**src/rtl/sram_arbiter.sv**
```systemverilog
// rtl/sram_arbiter.sv - video SRAM arbiter: prioritised pixel reads, non-preemptible MCU writes
module sram_arbiter #(
    parameter int ADDRESS_WIDTH = 17,
    parameter int DATA_WIDTH    = 8,
    parameter int WRITE_CYCLES  = 2
) (
    input  logic                     clock,
    input  logic                     reset,
    input  logic                     videoReadRequest,
    input  logic [ADDRESS_WIDTH-1:0] videoReadAddress,
    output logic [DATA_WIDTH-1:0]    videoReadData,
    output logic                     videoReadValid,
    output logic                     videoReadOverrun,
    input  logic                     memoryWriteRequest,
    input  logic [ADDRESS_WIDTH-1:0] memoryAddress,
    input  logic [DATA_WIDTH-1:0]    memoryWriteData,
    output logic                     memoryWriteComplete,
    output logic [ADDRESS_WIDTH-1:0] sramAddress,
    output logic [DATA_WIDTH-1:0]    sramDataOut,
    output logic                     sramDataOutEnable,
    input  logic [DATA_WIDTH-1:0]    sramDataIn,
    output logic                     sramChipEnable_n,
    output logic                     sramOutputEnable_n,
    output logic                     sramWriteEnable_n
);

    typedef enum logic [2:0] {
        IDLE,
        READ_ADDR,
        READ_DATA,
        WRITE_SETUP,
        WRITE_PULSE,
        WRITE_HOLD,
        WRITE_DONE
    } stateType;

    localparam logic [2:0] LAST_PULSE = 3'(WRITE_CYCLES - 1);

    stateType                 state;
    stateType                 nextState;
    logic                     readPending;
    logic [ADDRESS_WIDTH-1:0] readPendingAddress;
    logic [2:0]               pulseCount;

    logic                     readWanted;
    logic                     readConsume;
    logic                     writeStart;
    logic [ADDRESS_WIDTH-1:0] readAddressNext;

    logic chipEnableNext_n;
    logic outputEnableNext_n;
    logic writeEnableNext_n;
    logic dataOutEnableNext;
    logic writeCompleteNext;

    // A request arriving this cycle is newer than anything already pending.
    assign readWanted      = readPending | videoReadRequest;
    assign readAddressNext = videoReadRequest ? videoReadAddress : readPendingAddress;
    assign readConsume     = (nextState == READ_ADDR);
    assign writeStart      = (state == IDLE) && (nextState == WRITE_SETUP);

    always_comb begin
        nextState = state;
        case (state)
            IDLE: begin
                if (readWanted) begin
                    nextState = READ_ADDR;
                end else if (memoryWriteRequest) begin
                    nextState = WRITE_SETUP;
                end
            end
            READ_ADDR:   nextState = READ_DATA;
            READ_DATA:   nextState = IDLE;
            WRITE_SETUP: nextState = WRITE_PULSE;
            WRITE_PULSE: begin
                if (pulseCount == LAST_PULSE) begin
                    nextState = WRITE_HOLD;
                end
            end
            WRITE_HOLD:  nextState = WRITE_DONE;
            WRITE_DONE:  nextState = readWanted ? READ_ADDR : IDLE;
            default:     nextState = IDLE;
        endcase
    end

    // Strobes are decoded from the next state and registered, so the pins are glitch-free Moore outputs.
    always_comb begin
        chipEnableNext_n   = 1'b1;
        outputEnableNext_n = 1'b1;
        writeEnableNext_n  = 1'b1;
        dataOutEnableNext  = 1'b0;
        writeCompleteNext  = 1'b0;
        case (nextState)
            READ_ADDR, READ_DATA: begin
                chipEnableNext_n   = 1'b0;
                outputEnableNext_n = 1'b0;
            end
            WRITE_SETUP, WRITE_HOLD: begin
                chipEnableNext_n  = 1'b0;
                dataOutEnableNext = 1'b1;
            end
            WRITE_PULSE: begin
                chipEnableNext_n  = 1'b0;
                writeEnableNext_n = 1'b0;
                dataOutEnableNext = 1'b1;
            end
            WRITE_DONE: begin
                writeCompleteNext = 1'b1;
            end
            default: begin
                chipEnableNext_n = 1'b1;
            end
        endcase
    end

    always_ff @(posedge clock) begin
        if (reset) begin
            state               <= IDLE;
            pulseCount          <= '0;
            readPending         <= 1'b0;
            readPendingAddress  <= '0;
            videoReadData       <= '0;
            videoReadValid      <= 1'b0;
            videoReadOverrun    <= 1'b0;
            memoryWriteComplete <= 1'b0;
            sramAddress         <= '0;
            sramDataOut         <= '0;
            sramDataOutEnable   <= 1'b0;
            sramChipEnable_n    <= 1'b1;
            sramOutputEnable_n  <= 1'b1;
            sramWriteEnable_n   <= 1'b1;
        end else begin
            state               <= nextState;
            memoryWriteComplete <= writeCompleteNext;
            sramDataOutEnable   <= dataOutEnableNext;
            sramChipEnable_n    <= chipEnableNext_n;
            sramOutputEnable_n  <= outputEnableNext_n;
            sramWriteEnable_n   <= writeEnableNext_n;

            if (state == WRITE_PULSE) begin
                pulseCount <= pulseCount + 3'd1;
            end else begin
                pulseCount <= '0;
            end

            if (readConsume) begin
                sramAddress <= readAddressNext;
            end else if (writeStart) begin
                sramAddress <= memoryAddress;
                sramDataOut <= memoryWriteData;
            end

            // A second request while one is still waiting replaces it and is flagged.
            if (readConsume) begin
                readPending <= 1'b0;
            end else if (videoReadRequest) begin
                readPending        <= 1'b1;
                readPendingAddress <= videoReadAddress;
                if (readPending) begin
                    videoReadOverrun <= 1'b1;
                end
            end

            videoReadValid <= (state == READ_DATA);
            if (state == READ_DATA) begin
                videoReadData <= sramDataIn;
            end
        end
    end

endmodule

```
**config.mk**
```make
export PLATFORM = sky130hd
export DESIGN_NAME = sram_arbiter
export DESIGN_NICKNAME = d
export VERILOG_FILES = /design/src/rtl/sram_arbiter.sv
export SDC_FILE = /design/constraint.sdc
export NUM_CORES = 1
export LEC_CHECK = 0
export BUFFER_PORTS_ARGS = -buffer_cell sky130_fd_sc_hd__buf_2
export CAP_MARGIN = 20
export CORE_UTILIZATION = 45
export DETAILED_ROUTE_END_ITERATION = 10
export PLACE_DENSITY = 0.73
export SYNTH_ARGS = -nofsm -noshare
export SYNTH_HDL_FRONTEND = slang
export SYNTH_SLANG_ARGS = --single-unit
```
**constraint.sdc**
```tcl
create_clock -name clock -period 2.8 [get_ports clock]
set_input_delay 0.28 -clock clock [delete_from_list [all_inputs] [get_ports clock]]
set_output_delay 0.28 -clock clock [all_outputs]
set_load 0.01 [all_outputs]
```
After elaboration in Yosys (flattened, before gate mapping)
Cells that the tools add are included.

word-level totals
  register bits = 64
  bits of input ports = 54
  output and inout port bits = 40
  logic and storage cells = 54

operators by class
  $add $sub $neg = 1
  eq/ne operators = 13
  multiplexer cells = 13
  bitwise logic cells = 3
  reduce and logical (&&, ||, !) cells = 10

operator list
  cell                 number
  $mux 17              3
  $eq 3x3->1 const B   6
  $pmux 3 s6           1
  $eq 3x2->1 const B   4
  $eq 3x1->1 const B   3
  $mux 3               3
  $mux 1               6
  $reduce_or 2->1      3
  $reduce_or 5->1      1
  $add 3x1->3 const B  1
  $logic_not 3->1      1
  $reduce_and 3->1     1
  $reduce_or 3->1      1
  $not 1->1            2
  $reduce_and 2->1     1
  $reduce_bool 2->1    1
  $logic_and 1x1->1    1
  $or 1x1->1           1

Longest topological paths before layout
Gate-level depths: netlist of the first run.

  word-level depth = 7
  gate-level depth with buffers = 7
  gate-level depth less buffers = 5

Least setup slack after synthesis of the first run
No wires, ideal clock.

  path type = register -> register
  start point = register state[2]
  end point = register sramAddress[15]
  library setup time = 0.128 ns
  arrival time = 1.538 ns
  data required time = 2.672 ns
  slack = 1.134 ns
  stages on the path, launching flop included = 8
  buffers on the path = 3
  period minus slack after synthesis = 1.666 ns
  cells stage by stage = dfxtp_1 > buf_6 > or4b_1 > o21a_1 > buf_6 > buf_6 > a222oi_1 > nor2_1

on the way
  cells in the longest elaborated chain, start to end = 6
  elaborated cells between the ends (all ways) = 15
  classes of those cells = 7 x eq/ne; 5 x mux; 3 x reduce/logical

RTL lines
  item                                RTL line  text
  from (decl)                         39        stateType state;
  from (signal assigned)              133       state <= nextState;
  $mux 3                              68        end else if (memoryWriteRequest) begin
  $mux 3                              66        if (readWanted) begin
  $pmux 3 s6                          64        case (state)
  $eq 3x2->1                          60        assign writeStart = (state == IDLE) && (nextState == WRITE_SETUP);
  $logic_and 1x1->1                   60
  $reduce_bool 2->1 (no source line)  -
  to (signal assigned)                147       sramAddress <= readAddressNext;
  to (signal assigned)                149       sramAddress <= memoryAddress;
  to (decl)                           18        output logic [ADDRESS_WIDTH-1:0] sramAddress,

Parallel ways exist; a longest one is shown, timed or not.
A chain may end at the register's enable or synchronous reset.

Final worst setup path of the first run
  start point = register state[2]
  end point = register sramAddress[16]

Same word-level chain as after synthesis.

==> flow_summary.yaml, run 1 <==
outcome:
  status: "finished clean"
min_path:
  min_path_type: "in2reg"
  hold_end: "videoReadData[4]"
  hold_path_depth: 3
  min_from: "sramDataIn[4]"
critical_path:
  r2r_start: "state[2]"
  start_kind: "flop"
  timing.rr.end: "sramAddress[16]"
  crit_type: "reg2reg"
  reg2reg_slack_ns: 0.72
  crit_path_max_fanout: 20
  required_ns: 3.04
  end_kind: "flop"
  cp.arrival_ns: 2.32
  r2r_cells: 6
global_routing:
  grt_usage_pct: 20.9
  grt_pass1_vias: 2123
  grt_max_degree: 51
  grt_pass1_wl_um: 9940
  antenna_found_initial: 0
  overflow: 0
sta:
  rsz0062_at_grt: "false"
  tns_ns: 0
  period_share_pct: 74.2
  tightest_slew_ns: 0.895
  final_max_slew_viol_count: 0
  clock-skew-final_ns: 0.00882
  hold_viol_final: 0
  fmax_ghz: 0.482
  setup_violations: 0
  finalCriticalPeriod_ns: 2.08
  slew_headroom_pct: 40.3
placed_design:
  placed_area_um2: 3150
  place.gp.congestion: 0.831
  dp_hpwl_um: 4280
  port_buffers: 93
route:
  drc: 0
  num_vias: 2341
  drt_first_pass_iters: 4
  antenna_left: 0
  wirelength_um: 6200
  drtIter0Drc: 174
  avgRoutedWirePerCell_um: 13.9
  viasPerCell: 5.24
logic_synthesis:
  yosys-top-cells-area: "dfxtp_1 48%, mux2i_1 9.0%, nor2_1 5.7%"
  ys_warn_count: 0
  synthArstFlopShare_pct: 0
  syn_nets: 338
  synth.top_cell.area_share_pct: 48.3
  syn_inst: 282
  netlist_area_um2: 2660
  synth_edf_count: 0
  ys_ff_latch: 64
  synth_top_area_cell: "dfxtp_1"
  seq_area_frac_synth_pct: 48.3
  synth_cell_type_count: 38
  ys.flop_type: "dfxtp_1"
  synth.avg_cell_area_um2: 9.42
clock_tree:
  root_buffer: "clkbuf_8"
  cts_tree: "done"
  cts_resized: 0
  cts_buffers: 9
  ctsHoldBuffers: 0
  htree_levels: 3
  post_cts_buffers: 0
  clock_latency_ns: 0.34
  path_clk_slew_ns: 0.07
  cts_num_sinks: 64
  cts_buffer_depth: 2
final_layout:
  layout_commonest_cell: "buf_2"
  drive_above_1_share_pct: 33.9
  final_cell_mix: "93 x buf_2, 64 x dfxtp_1, 40 x nor2_1, 24 x mux2i_1, 20 x nand2_1"
  antenna_cells: 0
  area_delta_synth_final_pct: 28.2
  finalInstanceArea_um2: 3400
  final_nets: 426
flow_run:
  maxCapViolations: 0
floorplanning:
  initial_core_util_pct: 47.3
  die-area_um2: 6210
  core_area_um2: 5610
  die_w_um: 78.8
  ios: 94
  row_count: 27
  dieHeight_um: 78.8
power:
  power_density_nw_per_um2: 746
  ir_drop_mv: 0.394
  leakage_nw: 1.57
cell families (layout without fill, tap and decap cells):
kind of cell	after synthesis	in the layout	share of synthesized area (%)
mux	31	31	12.0
flops	64	64	48.3
buf+inv	24	117	4.43
fa+ha+maj	2	2	0.942
compound gates	66	66	17.3
xor+xnor	2	2	0.660
simple gates	93	93	16.4
sequential cells by signal (all words and copies together) (netlist names), 3 cells and up:
name / cells
pulseCount: 3
readPendingAddress: 17
sramAddress: 17
sramDataOut: 8
state: 3
videoReadData: 8
critical path: stages, from the launching register on:
cell      delay (ns)
dfxtp_1         0.52
xor2_1          0.18
buf_4           0.19
nand2b_1        0.54
buf_4           0.26
a211oi_1        0.05
a311oi_1        0.24
per-stage QoR:
| step | hold slack, ns | utilization (%) | setup WS (ns) | instances | power, W |
|---|---|---|---|---|---|
| floorplan | 0.416 | - | 1.13 | 282 | 0.00141 |
| global placement | 0.437 | 56.2 | 0.784 | 431 | 0.00156 |
| detailed placement | 0.444 | 56.2 | 0.760 | 431 | 0.00156 |
| CTS | 0.170 | 60.7 | 0.730 | 447 | 0.00256 |
| global route | 0.185 | 60.7 | 0.531 | 447 | 0.00266 |
| finish | 0.183 | 60.7 | 0.724 | 447 | 0.00254 |
metal layers:
metal | track usage, % | part of all wire, %
met5 | 0 | 0
met4 | 12.2 | 2.2
met1 | 27.0 | 46
met3 | 5.40 | 7.2
met2 | 31.3 | 45
area by class of cell:
| cell class | instances | area, µm² |
|---|---|---|
| Fill cell | 509 | 2200 |
| Sequential cell | 64 | 1280 |
| Multi-Input combinational cell | 194 | 1260 |
| Timing Repair Buffer | 99 | 510 |
| Clock buffer | 11 | 151 |
| Clock inverter | 5 | 103 |
| Tap cell | 72 | 90.1 |
| Inverter | 2 | 7.51 |
cells in the mapped netlist (3+ instances only):
cell type	instances
a211oi_1	10
a21oi_1	10
a222oi_1	7
a22o_1	9
buf_2	4
buf_6	3
clkbuf_1	13
dfxtp_1	64
mux2_2	7
mux2i_1	24
nand2_1	20
nand2b_1	3
nand3_1	3
nor2_1	40
nor2b_1	12
nor3_1	6
o21ai_0	18
power breakdown:
group / switching, W / internal [W]
clock network: 0.000353 / 0.000639
registers: 0.0000595 / 0.00101
logic: 0.000264 / 0.000218
how the worst max path moves through the flow:
stage                         from              end  depth (start not counted)
after CTS                 state[2]  sramAddress[16]                          6
after global routing      state[2]  sramAddress[16]                          6
after detailed placement  state[2]  sramAddress[16]                          6
after floorplan           state[2]  sramAddress[15]                          7
after global placement    state[1]  sramAddress[16]                          6
final                     state[2]  sramAddress[16]                          6
Power figures use the tool's default switching activity.
==> run 2: changes to the inputs <==
--- a/config.mk
+++ b/config.mk
@@ -5,11 +5,12 @@
 export SDC_FILE = /design/constraint.sdc
 export NUM_CORES = 1
 export LEC_CHECK = 0
+export ABC_AREA = 1
 export BUFFER_PORTS_ARGS = -buffer_cell sky130_fd_sc_hd__buf_2
 export CAP_MARGIN = 20
 export CORE_UTILIZATION = 45
 export DETAILED_ROUTE_END_ITERATION = 10
-export PLACE_DENSITY = 0.73
+export PLACE_DENSITY = 0.72
 export SYNTH_ARGS = -nofsm -noshare
 export SYNTH_HDL_FRONTEND = slang
 export SYNTH_SLANG_ARGS = --single-unit
==> constraint.sdc (replaced) <==
create_clock -name clock -period 2.1 [get_ports clock]
set_input_delay 0.21 -clock clock [delete_from_list [all_inputs] [get_ports clock]]
set_output_delay 0.21 -clock clock [all_outputs]
set_load 0.01 [all_outputs]
==> flow_summary.yaml, run 2 <==
logic_synthesis:
  yosys-top-cells-area: "dfxtp_1 45%, nand2_1 18%, nand3_1 5.4%"
  synth_top_area_cell: "dfxtp_1"
  synth.avg_cell_area_um2: 6.87
  ys_warn_count: 0
  synth.top_cell.area_share_pct: 45.0
  synth_cell_type_count: 24
  synth.most_common_cell: "nand2_1"
  syn_inst: 415
  ys.flop_type: "dfxtp_1"
  yosys-top-cells-count: "136 x nand2_1, 64 x dfxtp_1, 40 x inv_1, 34 x nor2_1, 31 x nand3_1"
  ys_ff_latch: 64
  syn_nets: 471
  netlist_area_um2: 2850
  seq_area_frac_synth_pct: 45.0
  synth_edf_count: 0
  synthArstFlopShare_pct: 0
power:
  switchingPower_w: 0.00124
  power_density_nw_per_um2: 1010
  pwr-share-clk_pct: 32.7
  ir_drop_mv: 0.469
  p_int_w: 0.00243
  power.total_w: 0.00367
  comb_power_share_pct: 27.2
  swShare_pct: 33.8
  p_seq_share_pct: 40.1
  leakage_nw: 1.93
critical_path:
  critPathMaxStageDelay_ns: 0.39
  r2r_start: "pulseCount[0]"
  path_cells: "ha_1 > inv_1 > nor2_1 > nand3_1 > nand3_4 > nand3_4 > buf_4 > nand3_1 > nand3_1 > nand2_1 > inv_1"
  crit_path_frequent_cell: "nand3_1"
  crit_type: "reg2reg"
  r2r_cells: 11
  crit_path_max_fanout: 21
  crit_start: "pulseCount[0]"
  timing.rr.end: "sramAddress[13]"
  end_kind: "flop"
  start_kind: "flop"
  cp.arrival_ns: 1.99
  slowest_stage: "dfxtp_1"
  critPathBufInv: 3
  cp_top_family: "simple AND/OR/NAND/NOR gates"
  reg2reg_slack_ns: 0.36
  required_ns: 2.34
global_routing:
  antenna_found_initial: 0
  grt_busiest_layer: "met2"
  grt_pass1_vias: 2658
  overflow: 0
  grt_max_degree: 33
  use_met2_pct: 38.8
  use_met1_pct: 29.8
  globalRouteMet3Util_pct: 5.67
  grt_usage_pct: 23.7
  grt_pass1_wl_um: 11800
placed_design:
  place_inst: 573
  placed_area_um2: 3400
  place.gp.congestion: 0.778
  port_buffers: 93
  dp_hpwl_um: 4850
route:
  drt_first_pass_iters: 4
  drtIter0Drc: 268
  viasPerCell: 4.93
  antenna_left: 0
  avgRoutedWirePerCell_um: 12.1
  wirelength_um: 7150
  drc: 0
  num_vias: 2906
sta:
  fmax_ghz: 0.574
  setup_violations: 0
  period_share_pct: 83.0
  rsz0062_at_grt: "false"
  final_max_slew_viol_count: 0
  finalCriticalPeriod_ns: 1.74
  tns_ns: 0
  hold_viol_final: 0
  slew_headroom_pct: 45.3
  clock-skew-final_ns: 0.00949
  tightest_slew_ns: 0.819
min_path:
  min_from: "memoryWriteData[5]"
  min_path_type: "in2reg"
  hold_end: "sramDataOut[5]"
  hold_path_depth: 3
clock_tree:
  path_clk_slew_ns: 0.08
  htree_levels: 3
  cts_buffers: 9
  cts_num_sinks: 64
  root_buffer: "clkbuf_8"
  cts_buffer_depth: 2
  ctsHoldBuffers: 0
  cts_resized: 0
  clock_latency_ns: 0.34
  cts_tree: "done"
  post_cts_buffers: 0
final_layout:
  finalInstanceArea_um2: 3620
  final_nets: 565
  drive_above_1_share_pct: 25.3
  area_delta_synth_final_pct: 27.2
  layout_commonest_cell: "nand2_1"
  top_regs: "readPendingAddress (17), sramAddress (17)"
  antenna_cells: 0
  fin_cells: 589
  final_cell_mix: "136 x nand2_1, 93 x buf_2, 64 x dfxtp_1, 40 x inv_1, 34 x nor2_1"
outcome:
  status: "finished clean"
flow_run:
  maxCapViolations: 0
floorplanning:
  die-area_um2: 6660
  row_count: 28
  ios: 94
  die_w_um: 81.6
  dieHeight_um: 81.6
  initial_core_util_pct: 47.3
  core_area_um2: 6030
## run 2: cell count changes after synthesis, sizes merged, moves of 7 or more
cell    delta
nand4     +16
nand2    +117
inv       +41
mux2       -7
a211oi    -10
a22o       -9
a222oi     -7
mux2i     -23
o21ai      +7
a21oi     +19
nand3     +31
nor2b     -12
## run 2: worst reg2reg max path: stages (launching register included)
cell and delay [ns]:
dfxtp_1 0.39, ha_1 0.17, inv_1 0.04, nor2_1 0.07, nand3_1 0.14, nand3_4 0.13, nand3_4 0.22, buf_4 0.26
nand3_1 0.07, nand3_1 0.06, nand2_1 0.06, inv_1 0.06
## run 2: final cells by class
type,count,area [µm²]
clock buffer,9,124
clock inverter,7,103
fill,588,2400
inverter,45,171
multi-input combinational,284,1300
sequential,64,1280
tap,75,93.8
timing repair buffer,105,556
## run 2: power by group through the flow
stage               Sequential, W  Combinational, W  Clock [W]
finish                    0.00147          0.000997    0.00120
global route              0.00149           0.00113    0.00128
CTS                       0.00147          0.000999    0.00121
detailed placement        0.00150          0.000991          0
global placement          0.00149          0.000981          0
floorplan                 0.00155          0.000616          0
## run 2: worst max path at each step
stage	to	slack (ns)	cells past startpoint
after floorplan	sramAddress[10]	0.58	9
after global placement	sramAddress[14]	0.39	10
after detailed placement	sramAddress[13]	0.37	10
after CTS	sramAddress[13]	0.36	11
after global routing	sramAddress[14]	0.15	11
final	sramAddress[13]	0.36	11
## run 2: routing by layer
| layer | share of wire [%] | vias up |
|---|---|---|
| li1 | - | 1508 |
| met1 | 45 | 1305 |
| met2 | 48 | 83 |
| met3 | 5.5 | 10 |
| met4 | 1.2 | 0 |
| met5 | 0 | - |
## run 2: kinds of logic after synthesis
family | synth area share, %
and+or+nand+nor | 34.3
buffers and inverters | 9.57
DFF | 45.0
AOI/OAI and AO/OA | 9.66
adders and majority gates | 0.878
xor gates and xnor gates | 0.307
muxes | 0.351
## run 2: through the flow
stage	utilization (%)	hold slack [ns]	worst slack [ns]
floorplan	-	0.345	0.577
global placement	56.4	0.432	0.390
detailed placement	56.4	0.439	0.368
CTS	60.2	0.0747	0.361
global route	60.2	0.0859	0.155
finish	60.2	0.0822	0.357
==> run 3: changes to the inputs <==
--- a/config.mk
+++ b/config.mk
@@ -5,12 +5,12 @@
 export SDC_FILE = /design/constraint.sdc
 export NUM_CORES = 1
 export LEC_CHECK = 0
-export ABC_AREA = 1
+export ABC_AREA = 0
 export BUFFER_PORTS_ARGS = -buffer_cell sky130_fd_sc_hd__buf_2
 export CAP_MARGIN = 20
-export CORE_UTILIZATION = 45
+export CORE_UTILIZATION = 44
 export DETAILED_ROUTE_END_ITERATION = 10
-export PLACE_DENSITY = 0.72
+export PLACE_DENSITY = 0.75
 export SYNTH_ARGS = -nofsm -noshare
 export SYNTH_HDL_FRONTEND = slang
 export SYNTH_SLANG_ARGS = --single-unit
==> constraint.sdc (replaced) <==
create_clock -name clock -period 1.53 [get_ports clock]
set_input_delay 0.153 -clock clock [delete_from_list [all_inputs] [get_ports clock]]
set_output_delay 0.153 -clock clock [all_outputs]
set_load 0.01 [all_outputs]
==> flow_summary.yaml, run 3 (synthesis results as in run 1) <==
power:
  p_seq_share_pct: 40.3
  p_int_w: 0.00348
  swShare_pct: 27.4
  comb_power_share_pct: 23.4
  ir_drop_mv: 0.712
  switchingPower_w: 0.00131
  pwr-share-clk_pct: 36.3
  power_density_nw_per_um2: 1300
  leakage_nw: 1.72
  power.total_w: 0.00479
global_routing:
  grt_pass1_wl_um: 10200
  antenna_found_initial: 0
  grt_pass1_vias: 2279
  grt_usage_pct: 21.2
  overflow: 0
  grt_max_degree: 27
route:
  wl_met3_um: 498
  avgRoutedWirePerCell_um: 14.2
  dr.max_layer_used: "met4"
  drt_first_pass_iters: 5
  antenna_left: 0
  drtIter0Drc: 110
  viasPerCell: 5.27
  wl_met1_um: 2900
  wirelength_um: 6700
  drc: 0
  met2_length_um: 3150
  num_vias: 2494
placed_design:
  dp_hpwl_um: 4540
  port_buffers: 93
  place.gp.congestion: 0.796
sta:
  finalCriticalPeriod_ns: 1.58
  hold_viol_final: 0
  hold-worst-slack_ns: 0.0477
  clock-skew-final_ns: 0.00707
  tightest_slew_ns: 0.423
  setup_violations: 15
  fmax_ghz: 0.633
  period_share_pct: 103
  timing.final.ws_setup_ns: -0.0492
  rsz0062_at_grt: "true"
  slew_headroom_pct: 71.8
  final_max_slew_viol_count: 0
critical_path:
  critPathMaxStageDelay_ns: 0.51
  required_ns: 1.76
  crit_path_max_fanout: 15
  path_cells: "or4b_1 > o21a_1 > buf_12 > buf_4 > a22o_1"
  cp.arrival_ns: 1.81
  crit_type: "reg2reg"
  slowest_stage: "or4b_1"
  end_kind: "flop"
  start_kind: "flop"
  cp_top_family: "simple AND/OR/NAND/NOR gates"
  critPathBufInv: 2
  r2r_cells: 5
  crit_cells: 5
floorplanning:
  core_area_um2: 5680
  initial_core_util_pct: 46.8
  row_count: 27
  die-area_um2: 6350
  dieHeight_um: 79.7
  ios: 94
  die_w_um: 79.7
outcome:
  violations: "negative setup slack"
  status: "complete, but fails checks"
clock_tree:
  cts_tree: "done"
  clock_latency_ns: 0.34
  cts_buffers: 9
  cts_num_sinks: 64
  htree_levels: 3
  root_buffer: "clkbuf_8"
  path_clk_slew_ns: 0.07
  cts_buffer_depth: 2
final_layout:
  antenna_cells: 0
  layout_commonest_cell: "buf_2"
  fill_cells: 490
  utilization_pct: 64.7
  area_delta_synth_final_pct: 38.4
  final_nets: 452
  top_regs: "readPendingAddress (17), sramAddress (17)"
  final_cell_mix: "93 x buf_2, 63 x dfxtp_1, 40 x nor2_1, 24 x mux2i_1, 24 x buf_4"
  drive_above_1_share_pct: 39.2
flow_run:
  maxCapViolations: 0
min_path:
  hold_path_depth: 3
  min_path_type: "in2reg"
## run 3: cell types whose count changed in the layout (fill, tap and decap cells not counted), sizes merged, moves of 16 or more
cell	change
nand3	-31
nand2	-117
mux2i	+23
inv	-43
nand4	-16
a21oi	-19
buf	+19
## run 3: stage by stage
step	instance area, µm²	setup TNS [ns]	cells	setup WS (ns)
6_report	3670	-0.388	473	-0.0492
3_3_place_gp	3350	-0.0372	451	-0.0372
5_1_grt	3670	-2.53	473	-0.155
3_5_place_dp	3350	-0.487	451	-0.0701
4_1_cts	3610	-0.300	469	-0.0544
2_1_floorplan	2660	-0.126	282	-0.126
## run 3: power by group through the flow
| stage | sequential (W) | clock (W) | combinational [W] |
|---|---|---|---|
| after CTS | 0.00193 | 0.00176 | 0.00106 |
| final | 0.00193 | 0.00174 | 0.00112 |
| after detailed placement | 0.00196 | 0 | 0.00104 |
| after global routing | 0.00195 | 0.00182 | 0.00123 |
| after floorplan | 0.00200 | 0 | 0.000576 |
| after global placement | 0.00196 | 0 | 0.00102 |
## run 3: timing repair
item / CTS / global route
setup buffers: 1 / 4
pin swaps: 5 / 4
hold buffers: 0 / 0
gates resized for setup: 3 / 10
setup endpoints to repair: 19 / 36
cloned: 1 / 0
## run 3: worst reg2reg max path, cell delays in order, from the launching register on
cell and delay (ns):
dfxtp_2 0.33, or4b_1 0.51, o21a_1 0.15, buf_12 0.15
buf_4 0.13, a22o_1 0.19
## run 3: path summary, 6_finish.rpt
| kind | slack [ns] | end | startpoint |
|---|---|---|---|
| max | -0.05 | sramAddress[3] | state[1] |
| min | 0.05 | videoReadData[7] | sramDataIn[7] |
| max reg2reg | -0.05 | sramAddress[3] | state[1] |
| min reg2reg | 0.46 | sramDataOut[1] | sramDataOut[1] |
## run 3: metal layers
metal	up-vias	track usage, %
li1	1238	-
met1	1141	25.5
met2	101	33.2
met3	14	5.71
met4	0	13.5
met5	-	0
## run 3: layout make-up
cell class	instances	area [µm²]	area share, %
clock inverter	6	108	2.93
sequential	64	1280	34.9
timing repair buffer	124	759	20.7
multi-input combinational	195	1300	35.4
inverter	2	7.51	0.204
clock buffer	10	128	3.47
tap	72	90.1	2.45
